## config.mk

```make
export PLATFORM = sky130hd
export DESIGN_NAME = seg_serial_driver
export DESIGN_NICKNAME = d
export VERILOG_FILES = /design/src/rtl/seg_pkg.sv /design/src/rtl/hex_to_seg7.sv /design/src/rtl/seg_serial_driver.sv
export SDC_FILE = /design/constraint.sdc
export NUM_CORES = 1
export LEC_CHECK = 0
export CORE_ASPECT_RATIO = 1.5
export CORE_UTILIZATION = 64
export DETAILED_ROUTE_END_ITERATION = 7
export GPL_TIMING_DRIVEN = 0
export MAX_ROUTING_LAYER = met4
export PLACE_DENSITY_LB_ADDON = 0.08
export SLEW_MARGIN = 20
export SYNTH_ARGS = -nofsm -noshare
export SYNTH_HDL_FRONTEND = slang
export SYNTH_SLANG_ARGS = --single-unit
```

## constraint.sdc

```tcl
create_clock -name clk -period 3.2 [get_ports clk]
set_input_delay 0.8 -clock clk [delete_from_list [all_inputs] [get_ports clk]]
set_output_delay 0.8 -clock clk [all_outputs]
set_load 0.05 [all_outputs]
```

## src/rtl/seg_pkg.sv

```systemverilog
// Shared types and constants for the serial 7-segment driver.
package seg_pkg;

  localparam int FRAME_BITS = 64;

  typedef enum logic [2:0] {
    IDLE,
    LOAD,
    SHIFT_LO,
    SHIFT_HI,
    DONE
  } seg_state_e;

  // Active-low {g,f,e,d,c,b,a} patterns, entry 15 first so HEX_SEG[n] is digit n.
  localparam logic [15:0][6:0] HEX_SEG = {
    7'h0E, 7'h06, 7'h21, 7'h46, 7'h03, 7'h08, 7'h10, 7'h00,
    7'h78, 7'h02, 7'h12, 7'h19, 7'h30, 7'h24, 7'h79, 7'h40
  };

endpackage

```

## src/rtl/hex_to_seg7.sv

```systemverilog
// One digit: hex nibble plus decimal point to an active-low segment byte.
module hex_to_seg7 (
  input  logic [3:0] nib_i,
  input  logic       dp_i,
  output logic [7:0] seg_o
);
  import seg_pkg::*;

  // dp sits in the MSB so it is the first bit of each digit on the wire
  assign seg_o = {~dp_i, HEX_SEG[nib_i]};

endmodule

```

## src/rtl/seg_serial_driver.sv

```systemverilog
// Encodes eight hex digits and shifts the 64-bit frame into a 74HC164 chain.
module seg_serial_driver #(
  parameter int DIV     = 2,
  parameter int REFRESH = 1_000_000
) (
  input  logic        clk,
  input  logic        rstn,
  input  logic [31:0] data,
  input  logic [7:0]  point,
  input  logic        update,
  output logic        busy,
  output logic        SEGCLK,
  output logic        SEGDT,
  output logic        SEGEN,
  output logic        SEGCLR
);
  import seg_pkg::*;

  localparam int          DW       = (DIV > 1) ? $clog2(DIV) : 1;
  localparam logic [DW-1:0] DIV_LAST = DW'(DIV - 1);
  localparam logic [31:0] REF_LAST = (REFRESH > 0) ? 32'(REFRESH - 1) : 32'd0;

  seg_state_e      state_q, state_d;
  logic [63:0]     sr_q, sr_d;
  logic [5:0]      bit_q, bit_d;
  logic [DW-1:0]   div_q, div_d;
  logic [31:0]     ref_q, ref_d;
  logic            pend_q, pend_d;
  logic            init_q;
  logic            busy_q, busy_d;
  logic            sclk_q, sclk_d;
  logic            sdt_q, sdt_d;
  logic            tick, req, phase_end;
  logic [7:0][7:0] enc;

  // Digit 7 lands in enc[7], i.e. the top byte of the frame
  for (genvar g = 0; g < 8; g++) begin : g_dig
    hex_to_seg7 u_dig (
      .nib_i (data[g*4 +: 4]),
      .dp_i  (point[g]),
      .seg_o (enc[g])
    );
  end

  // State and output registers; reset parks everything low, including SEGEN/SEGCLR
  always_ff @(posedge clk) begin
    if (!rstn) begin
      state_q <= IDLE;
      sr_q    <= '0;
      bit_q   <= '0;
      div_q   <= '0;
      ref_q   <= '0;
      pend_q  <= 1'b0;
      init_q  <= 1'b0;
      busy_q  <= 1'b0;
      sclk_q  <= 1'b0;
      sdt_q   <= 1'b0;
    end else begin
      state_q <= state_d;
      sr_q    <= sr_d;
      bit_q   <= bit_d;
      div_q   <= div_d;
      ref_q   <= ref_d;
      pend_q  <= pend_d;
      init_q  <= 1'b1;
      busy_q  <= busy_d;
      sclk_q  <= sclk_d;
      sdt_q   <= sdt_d;
    end
  end

  // Next-state logic: refresh timer, request collapsing and the bit shifter
  always_comb begin
    state_d   = state_q;
    sr_d      = sr_q;
    bit_d     = bit_q;
    div_d     = div_q;
    pend_d    = pend_q;
    sdt_d     = sdt_q;
    tick      = (REFRESH != 0) && (ref_q == REF_LAST);
    ref_d     = (tick || REFRESH == 0) ? 32'd0 : ref_q + 32'd1;
    req       = update | tick;
    phase_end = (div_q == DIV_LAST);

    // requests arriving mid-frame fold into a single follow-up frame
    if (state_q != IDLE && req) pend_d = 1'b1;

    case (state_q)
      IDLE: begin
        if (req || pend_q) begin
          state_d = LOAD;
          pend_d  = 1'b0;
        end else if (!init_q) begin
          pend_d  = 1'b1;  // first frame after reset goes out unasked
        end
      end
      LOAD: begin
        sr_d    = enc;
        bit_d   = 6'(FRAME_BITS - 1);
        sdt_d   = enc[7][7];
        div_d   = '0;
        state_d = SHIFT_LO;
      end
      SHIFT_LO: begin
        if (phase_end) begin
          div_d   = '0;
          state_d = SHIFT_HI;
        end else begin
          div_d   = div_q + 1'b1;
        end
      end
      SHIFT_HI: begin
        if (phase_end) begin
          div_d = '0;
          if (bit_q == '0) begin
            sdt_d   = 1'b0;
            state_d = DONE;
          end else begin
            // data moves on the falling edge so it is settled before the next rise
            sr_d    = {sr_q[62:0], 1'b0};
            sdt_d   = sr_q[62];
            bit_d   = bit_q - 1'b1;
            state_d = SHIFT_LO;
          end
        end else begin
          div_d = div_q + 1'b1;
        end
      end
      DONE:    state_d = IDLE;
      default: state_d = IDLE;
    endcase

    busy_d = (state_d == LOAD) || (state_d == SHIFT_LO) || (state_d == SHIFT_HI);
    sclk_d = (state_d == SHIFT_HI);
  end

  assign busy   = busy_q;
  assign SEGCLK = sclk_q;
  assign SEGDT  = sdt_q;
  assign SEGEN  = init_q;
  assign SEGCLR = init_q;

endmodule

```

==> metrics.cfg, run 1 <==
[floorplanning]
die_area_sq_um = 10800
die_w_um = 85.3
core_sq_um = 10100
io_pins = 48
rows = 45
dieHeight_um = 127
start_util = 0.657

[clock_network]
holdBufCountCts = 0
cts_tree = built
clk_pin_slew_ns = 0.07
cts_setup_buffers = 0
cts_resized = 0
clock_latency_ns = 0.35
clockBufferDepth = 2
cts_buffers = 9
root_buffer = clkbuf_16
cts_max_level = 3
cts_sinks = 110

[synth]
async_flop_share = 0
ys_seq_area_frac = 0.331
postSynthAreaPerCell_sq_um = 8.35
yosys.area.top_type_share = 0.331
synth_nets = 890
synth-edff-count = 0
ys_warn_count = 0
ys.flop_type = dfxtp_1
synthTopCellsByArea = dfxtp_1, ha_1, o21ai_0
synth.cell_area_sq_um = 6660
synthCells = 797
synth_seq_cells = 110
yosysUniqueCellTypes = 53
synth_area_leader_cell = dfxtp_1

[placed_design]
place_congestion = 0.915
placed_area_sq_um = 7240
post-dp-hpwl_um = 12300
port_buffers = 44

[hold_path]
holdPathStages = 2
min_path_type = reg2reg
hold_end = sr_q[39]
hp-start = sr_q[39]

[global_route]
grtUsageTotal = 0.328
grt_pass1_wl_um = 27800
grt_max_degree = 17
grt_antenna_before_repair = 0
overflow = 0
grt_pass1_vias = 6109

[detailed_routing]
route.vias.total = 6145
wl_per_cell_um = 17.4
met3_length_um = 655
ant_nets = 0
detail_route.iter0.violations = 414
post_drt_via_cell_ratio = 6.31
route.detailed.drc = 0
highest_layer = met4
dr.pass1.iters = 5
wl_met2_um = 8930
wl_met1_um = 6730
finalWirelength_um = 17000

[power_and_ir_drop]
ir_worst_vdd_mv = 0.345
leakagePower_nw = 2.92
powerDensity_nw_per_um2 = 448

[finish]
fillers = 806
final_common_cell = dfxtp_1
layout.nets = 945
drive_gt1_frac = 0.0688
fin_area_sq_um = 7520
multiInputGateArea_sq_um = 4100
layout_common_cells = dfxtp_1, o21ai_0, nor2_1
ff_latch_area_sq_um = 2200
area_delta_synth_final_pct = 13.0
diodes = 0

[timing]
finClkSkew_ns = 0.00600
hold_violations = 0
worstMarginPinSlew_ns = 1.02
relSlewSlack = 0.316
tns_ns = 0
rsz0062_at_grt = false
setup_viol = 0
min_period_ns = 2.60
timing.fmax_ghz = 0.384
maxSlewViolCount = 0
final.period_utilization = 0.814

[setup_path]
regToRegSetupSlack_ns = 0.60
r2r_start = state_q[1]
crit_fanout = 10
path_class = reg2reg
critPathRequiredTime_ns = 3.48
startpoint_type = register
r2r-end = sr_q[61]
arrival_ns = 2.88
crit_path_end_kind = register
worstSetupStartpoint = state_q[1]
reg2regPathDepth = 8

[flow_run]
maxCapViolCount = 0

[status]
status = completed

## final cells by class
type                            count  share of cell area
Multi-Input combinational cell    599               0.545
Timing Repair Buffer               44              0.0585
Clock inverter                      3             0.00250
Tap cell                          117              0.0195
Buffer                             50              0.0286
Sequential cell                   110               0.293
Inverter                           38              0.0190
Clock buffer                       13              0.0346
## per-stage QoR
step                      hold WS, ns  total power [W]   util  setup WS, ns  instances
after CTS                       0.450          0.00336  0.742         0.685        974
final                           0.449          0.00337  0.742         0.596        974
after global placement          0.437          0.00229  0.715         0.514        958
after detailed placement        0.441          0.00232  0.715         0.440        958
after floorplan                 0.429          0.00207      -          1.26        797
after global routing            0.469          0.00350  0.742         0.503        974
## kinds of logic (layout without fill, tap and decap cells)
kind of cell    Yosys count  in the layout  synth area share
mux                      57             57             0.105
compound gates          190            190             0.184
xor+xnor                 31             31            0.0408
buf+inv                  88            148            0.0538
fa+ha+maj                50             50            0.0940
simple gates            271            271             0.192
flops                   110            110             0.331
## synthesized netlist by cell type (3+ instances only)
master and instances:
o211ai_1 42, nand3_1 65, or3_1 5, dfxtp_1 110
nor4_1 8, o21ai_0 80, nand3b_1 3, nand4_1 13
buf_2 7, o311ai_0 11, a221o_1 8, xor2_1 18
xnor2_1 13, a21oi_1 24, o21a_1 4, and3_1 3
buf_1 10, mux2_2 20, nor2_1 77, o31ai_1 7
mux4_2 8, nand2b_1 11, nor3_1 11, mux2i_1 29
ha_1 50, nand2_1 63, clkbuf_1 30, inv_1 37
## registers in the layout, indices dropped and copies added, names as in the netlist
name,count
sr_q,63
ref_q,32
bit_q,6
state_q,3
SEGCLK,1
SEGCLR,1
SEGDT,1
busy,1
div_q,1
pend_q,1
## critical path: stages, from the launching register on
cell and delay, ns:
dfxtp_1 0.31, clkbuf_1 0.27, and3b_1 0.20, clkbuf_1 0.62, clkbuf_1 0.58, nor2_1 0.11
o21ai_0 0.13, o211ai_1 0.14, a21oi_1 0.17
## power by group
| part | total, W | leakage, nW | switching, W | internal (W) |
|---|---|---|---|---|
| Sequential | 0.00153 | 0.894 | 0.0000632 | 0.00147 |
| Clock | 0.00107 | 0.140 | 0.000497 | 0.000571 |
| Combinational | 0.000770 | 1.89 | 0.000464 | 0.000307 |
| Total | 0.00337 | 2.92 | 0.00102 | 0.00235 |
## worst max path at each step
stage | to | cells after the start
floorplan | sr_q[43] | 6
global placement | sr_q[17] | 5
detailed placement | sr_q[59] | 7
CTS | sr_q[61] | 8
global route | sr_q[61] | 8
finish | sr_q[61] | 8
## metal layers
layer / track usage / vias up
li1: - / 2957
met1: 0.347 / 2955
met2: 0.602 / 177
met3: 0.0403 / 56
met4: 0.153 / 0
met5: - / -
(Power assumes the default switching activity.)
==> run 2: changes to the inputs <==
--- a/config.mk
+++ b/config.mk
@@ -6,7 +6,7 @@
 export NUM_CORES = 1
 export LEC_CHECK = 0
 export CORE_ASPECT_RATIO = 1.5
-export CORE_UTILIZATION = 64
+export CORE_UTILIZATION = 54
 export DETAILED_ROUTE_END_ITERATION = 7
 export GPL_TIMING_DRIVEN = 0
 export MAX_ROUTING_LAYER = met4
==> constraint.sdc (replaced) <==
create_clock -name clk -period 2.1 [get_ports clk]
set_input_delay 0.525 -clock clk [delete_from_list [all_inputs] [get_ports clk]]
set_output_delay 0.525 -clock clk [all_outputs]
set_load 0.05 [all_outputs]
==> run 2 against run 1 <==
  * Routed wire length is 1.7% higher
  * Utilization is 9.7 points lower
  * Clock power is 53% higher
  * Register-to-register slack worse by 0.54 ns
  * Critical endpoint is now sr_q[59]
==> metrics.cfg, run 2 (synthesis gave the netlist of run 1 again) <==
[setup_path]
crit_path_end_kind = register
r2r_start = state_q[0]
arrival_ns = 2.28  ; -0.60 ns
critPathRequiredTime_ns = 2.33  ; -1.15 ns
regToRegSetupSlack_ns = 0.06  ; -0.54 ns
path_class = in2reg
worstSetupStartpoint = data[29]
crit_fanout = 5  ; -5
startpoint_type = input port

[timing]
tns_ns = 0  ; unchanged
hold_violations = 0  ; unchanged
final.period_utilization = 0.973
maxSlewViolCount = 0  ; unchanged
setup_viol = 0  ; unchanged
worstMarginPinSlew_ns = 0.874  ; -0.143 ns
setup_ws_ns = 0.0565  ; -0.540 ns
fin_hold_ws_ns = 0.450  ; +0.00155 ns
finClkSkew_ns = 0.0104  ; +0.00441 ns
timing.fmax_ghz = 0.489
min_period_ns = 2.04
relSlewSlack = 0.417  ; +0.101

[finish]
layout.nets = 948  ; +0.32%
top_regs = sr_q x63, ref_q x32, bit_q x6
layout_common_cells = dfxtp_1, o21ai_0, nor2_1
final_common_cell = dfxtp_1
largest_reg_flops = 63  ; unchanged
area_delta_synth_final_pct = 16.4
diodes = 0  ; unchanged
drive_gt1_frac = 0.114  ; +0.0451
largest-register = sr_q
fillers = 1075  ; +33%
layout.cells.non_filler = 1013  ; +4.0%
fin_area_sq_um = 7750  ; +3.0%

[placed_design]
port_buffers = 44  ; unchanged
place_congestion = 0.923  ; +0.92%
post-dp-hpwl_um = 12700  ; +3.2%
place_ws_ns = -0.477  ; -0.917 ns
placed_area_sq_um = 7290  ; +0.62%
dp_cells = 994  ; +3.8%

[global_route]
grt_antenna_before_repair = 0  ; unchanged
grt_pass1_wl_um = 27900  ; +0.37%
grt_pass1_vias = 5954  ; -2.5%
grtUsageTotal = 0.281  ; -0.0471
grt_max_degree = 18  ; +1
overflow = 0  ; unchanged

[hold_path]
min_path_type = reg2reg
hp-start = sr_q[61]

[power_and_ir_drop]
ir_worst_vdd_mv = 0.480  ; +39%
powerDensity_nw_per_um2 = 671  ; +50%
leakagePower_nw = 3.16  ; +8.1%

[detailed_routing]
detail_route.iter0.violations = 307  ; -26%
route.detailed.drc = 0  ; unchanged
wl_per_cell_um = 17.1  ; -2.2%
post_drt_via_cell_ratio = 5.98  ; -5.2%
ant_nets = 0  ; unchanged
dr.pass1.iters = 5  ; unchanged
finalWirelength_um = 17300  ; +1.7%
route.vias.total = 6060  ; -1.4%

[floorplanning]
dieHeight_um = 138  ; +8.7%
core_sq_um = 12000  ; +19%
start_util = 0.554  ; -0.103
rows = 49  ; +8.9%
die_area_sq_um = 12800  ; +18%
die_w_um = 92.7  ; +8.7%
io_pins = 48  ; unchanged

[clock_network]
cts_tree = built
holdBufCountCts = 0  ; unchanged
clockBufferDepth = 2  ; unchanged
cts_sinks = 110  ; unchanged
root_buffer = clkbuf_16
clock_latency_ns = 0.35  ; about the same
cts_buffers = 9  ; unchanged
clk_pin_slew_ns = 0.08  ; about the same
cts_max_level = 3  ; unchanged

[status]
status = completed

[flow_run]
maxCapViolCount = 0  ; unchanged

[run 2: cell count changes in the layout (fill, tap and decap cells not counted), sizes merged]
cell and change:
clkinv +1, buf -4, clkbuf +6, dlymetal6s2s +12, clkdlybuf4s50 -13, dlygate4sd2 +1
[run 2: repair_timing]
action                                  in CTS  in global routing
resized for setup                           12                 52
hold endpoints to repair                     0                  0
gates cloned                                 0                  0
pin swaps                                    1                  3
setup buffers                                2                  2
endpoints found under the setup margin      84                 87
[run 2: final timing paths]
path               to  cells after the start
max reg2reg  sr_q[10]                      8
min reg2reg  sr_q[61]                      2
max          sr_q[59]                      7
min          sr_q[61]                      2
[run 2: cell type report]
class | instances | area (sq um) | area share
plain buffers | 49 | 243 | 0.0313
clock buffers | 12 | 256 | 0.0331
clock inverters | 4 | 31.3 | 0.00404
inverters | 38 | 143 | 0.0184
multi-input cells | 599 | 4170 | 0.538
flip-flops and latches | 110 | 2200 | 0.284
well taps | 153 | 191 | 0.0247
repair buffers | 48 | 512 | 0.0660
[run 2: stage by stage]
stage	util	total power, W
after floorplan	-	0.00315
after global placement	0.607	0.00350
after detailed placement	0.607	0.00355
after CTS	0.635	0.00518
after global routing	0.645	0.00541
final	0.645	0.00520
[run 2: report_power, final]
group / internal, W / total (W) / switching (W)
clock network: 0.000875 / 0.00164 / 0.000764
logic: 0.000495 / 0.00121 / 0.000717
registers: 0.00224 / 0.00235 / 0.000105
[run 2: critical path, stage by stage]
cell             delay, ns
clkdlybuf4s50_1       0.55
inv_1                 0.12
ha_1                  0.31
inv_1                 0.04
mux4_2                0.46
mux2i_1               0.17
o21ai_0               0.10
[run 2: layer usage]
metal  global-route usage  vias to the layer above  wire [um]
met5                    -                        -          0
met4                0.116                        0        480
met3               0.0367                       34        589
met2                0.525                      141       9260
met1                0.297                     2908       6960
li1                     -                     2977          -
==> run 3: changes to the inputs <==
--- a/config.mk
+++ b/config.mk
@@ -11,6 +11,7 @@
 export GPL_TIMING_DRIVEN = 0
 export MAX_ROUTING_LAYER = met4
 export PLACE_DENSITY_LB_ADDON = 0.08
+export SETUP_SLACK_MARGIN = 0.5
 export SLEW_MARGIN = 20
 export SYNTH_ARGS = -nofsm -noshare
 export SYNTH_HDL_FRONTEND = slang
==> run 3 against run 2 <==
  * Utilization is 8.0 points higher
  * Worst hold slack better by 0.0055 ns
  * First-iteration DRC count is 26% higher
  * Largest cell class unchanged
  * Highest routed layer unchanged
==> metrics.cfg, run 3 (synthesis gave the netlist of run 1 again) <==
[setup_path]
r2r-end = ref_q[26]
path_class = reg2reg
reg2regPathDepth = 6  ; -2
r2r_start = ref_q[27]
crit_path_end_kind = register
arrival_ns = 2.28  ; about the same
regToRegSetupSlack_ns = 0.06  ; about the same
crit_fanout = 10  ; +5
startpoint_type = register
critPathRequiredTime_ns = 2.34  ; about the same

[finish]
diodes = 0  ; unchanged
layout_common_cells = dfxtp_1, nor2_1, nand2_1
layout.nets = 979  ; +3.3%
largest_reg_flops = 63  ; unchanged
drive_gt1_frac = 0.293  ; +0.179
final_common_cell = dfxtp_1
area_delta_synth_final_pct = 30.8
top_regs = sr_q x63, ref_q x32, bit_q x6
largest-register = sr_q

[clock_network]
cts_tree = built
cts_max_level = 3  ; unchanged
root_buffer = clkbuf_16
clock_latency_ns = 0.34  ; about the same
clk_pin_slew_ns = 0.07  ; about the same
clockBufferDepth = 2  ; unchanged
cts_sinks = 110  ; unchanged
cts_buffers = 9  ; unchanged
holdBufCountCts = 0  ; unchanged

[hold_path]
hold_end = ref_q[0]
hp-start = ref_q[0]
holdPathStages = 1  ; -1
min_path_type = reg2reg

[status]
status = completed

[timing]
fin_hold_ws_ns = 0.456  ; +0.00547 ns
rsz0062_at_grt = true
finClkSkew_ns = 0.00466  ; -0.00575 ns
maxSlewViolCount = 0  ; unchanged
setup_viol = 0  ; unchanged
worstMarginPinSlew_ns = 0.563  ; -0.311 ns
timing.fmax_ghz = 0.489  ; about the same
setup_ws_ns = 0.0565  ; -0.0000484 ns
hold_violations = 0  ; unchanged
final.period_utilization = 0.973  ; about the same
min_period_ns = 2.04  ; +0.0000484 ns
relSlewSlack = 0.621  ; +0.204

[detailed_routing]
ant_nets = 0  ; unchanged
route.vias.total = 6392  ; +5.5%
post_drt_via_cell_ratio = 6.12  ; +2.3%
wl_per_cell_um = 18.2  ; +6.6%
detail_route.iter0.violations = 387  ; +26%
route.detailed.drc = 0  ; unchanged
dr.pass1.iters = 6  ; +1
finalWirelength_um = 19000  ; +9.8%

[floorplanning]
die_area_sq_um = 12800  ; unchanged
start_util = 0.554  ; unchanged
io_pins = 48  ; unchanged
rows = 49  ; unchanged
dieHeight_um = 138  ; unchanged
core_sq_um = 12000  ; unchanged
die_w_um = 92.7  ; unchanged

[power_and_ir_drop]
leakagePower_nw = 3.47  ; +9.9%
powerDensity_nw_per_um2 = 673  ; +0.32%
ir_worst_vdd_mv = 0.526  ; +9.6%

[global_route]
grt_max_degree = 17  ; -1
grt_antenna_before_repair = 0  ; unchanged
grtUsageTotal = 0.298  ; +0.0167
overflow = 0  ; unchanged
grt_pass1_vias = 6030  ; +1.3%
grt_pass1_wl_um = 29200  ; +4.8%

[placed_design]
place_congestion = 0.918  ; -0.53%
place_ws_ns = -0.327  ; +0.150 ns
port_buffers = 44  ; unchanged
post-dp-hpwl_um = 12500  ; -1.7%

[flow_run]
maxCapViolCount = 0  ; unchanged

run 3: worst max-delay path: stages, from the launching register on:
cell	delay (ns)
dfxtp_2	0.33
or4_1	0.51
or4_4	0.48
o31ai_4	0.27
buf_6	0.16
buf_6	0.13
nor2_1	0.05
run 3: worst max-delay path by stage:
stage	cells after the start	start	slack [ns]	end
5_1_grt	6	ref_q[27]	-0.0007	ref_q[17]
4_1_cts	6	ref_q[27]	0.05	ref_q[28]
6_report	6	ref_q[27]	0.06	ref_q[26]
2_1_floorplan	5	ref_q[28]	0.18	ref_q[28]
3_3_place_gp	5	rstn	-0.33	sr_q[33]
3_5_place_dp	5	rstn	-0.33	sr_q[33]
run 3: repair_timing:
| action | in CTS | in global routing |
|---|---|---|
| pin swaps | 27 | 37 |
| setup endpoints to repair | 112 | 101 |
| buffers inserted | 17 | 10 |
| gates cloned | 6 | 1 |
| hold endpoints to repair | 0 | 0 |
| gates resized for setup | 196 | 166 |
run 3: layer usage:
layer | track usage | up-vias | routed length, um
met5 | - | - | 0
met4 | 0.136 | 0 | 662
met3 | 0.0340 | 56 | 823
met2 | 0.545 | 213 | 10000
met1 | 0.322 | 3078 | 7490
li1 | - | 3045 | -
run 3: cell type report:
type                            count  area, sq um
Buffer                             50          460
Clock buffer                       12          246
Clock inverter                      4         70.1
Fill cell                         913         3310
Inverter                           38          154
Multi-Input combinational cell    599         4620
Sequential cell                   110         2220
Tap cell                          153          191
Timing Repair Buffer               78          741
run 3: where the power goes:
group,internal (W),total (W),leakage [nW],switching [W]
sequential,0.00225,0.00236,0.899,0.000111
clock,0.00108,0.00182,0.157,0.000740
combinational,0.000772,0.00169,2.42,0.000915
run 3: metrics by stage:
step                       util  total power (W)  setup TNS [ns]  cells  cell area (sq um)
after floorplan               -          0.00320               0    797               6800
after global placement    0.618          0.00356          -10.63    994               7430
after detailed placement  0.618          0.00360          -12.57    994               7430
after CTS                 0.690          0.00564               0   1033               8300
after global routing      0.725          0.00610       -0.000659   1044               8710
final                     0.725          0.00586               0   1044               8710
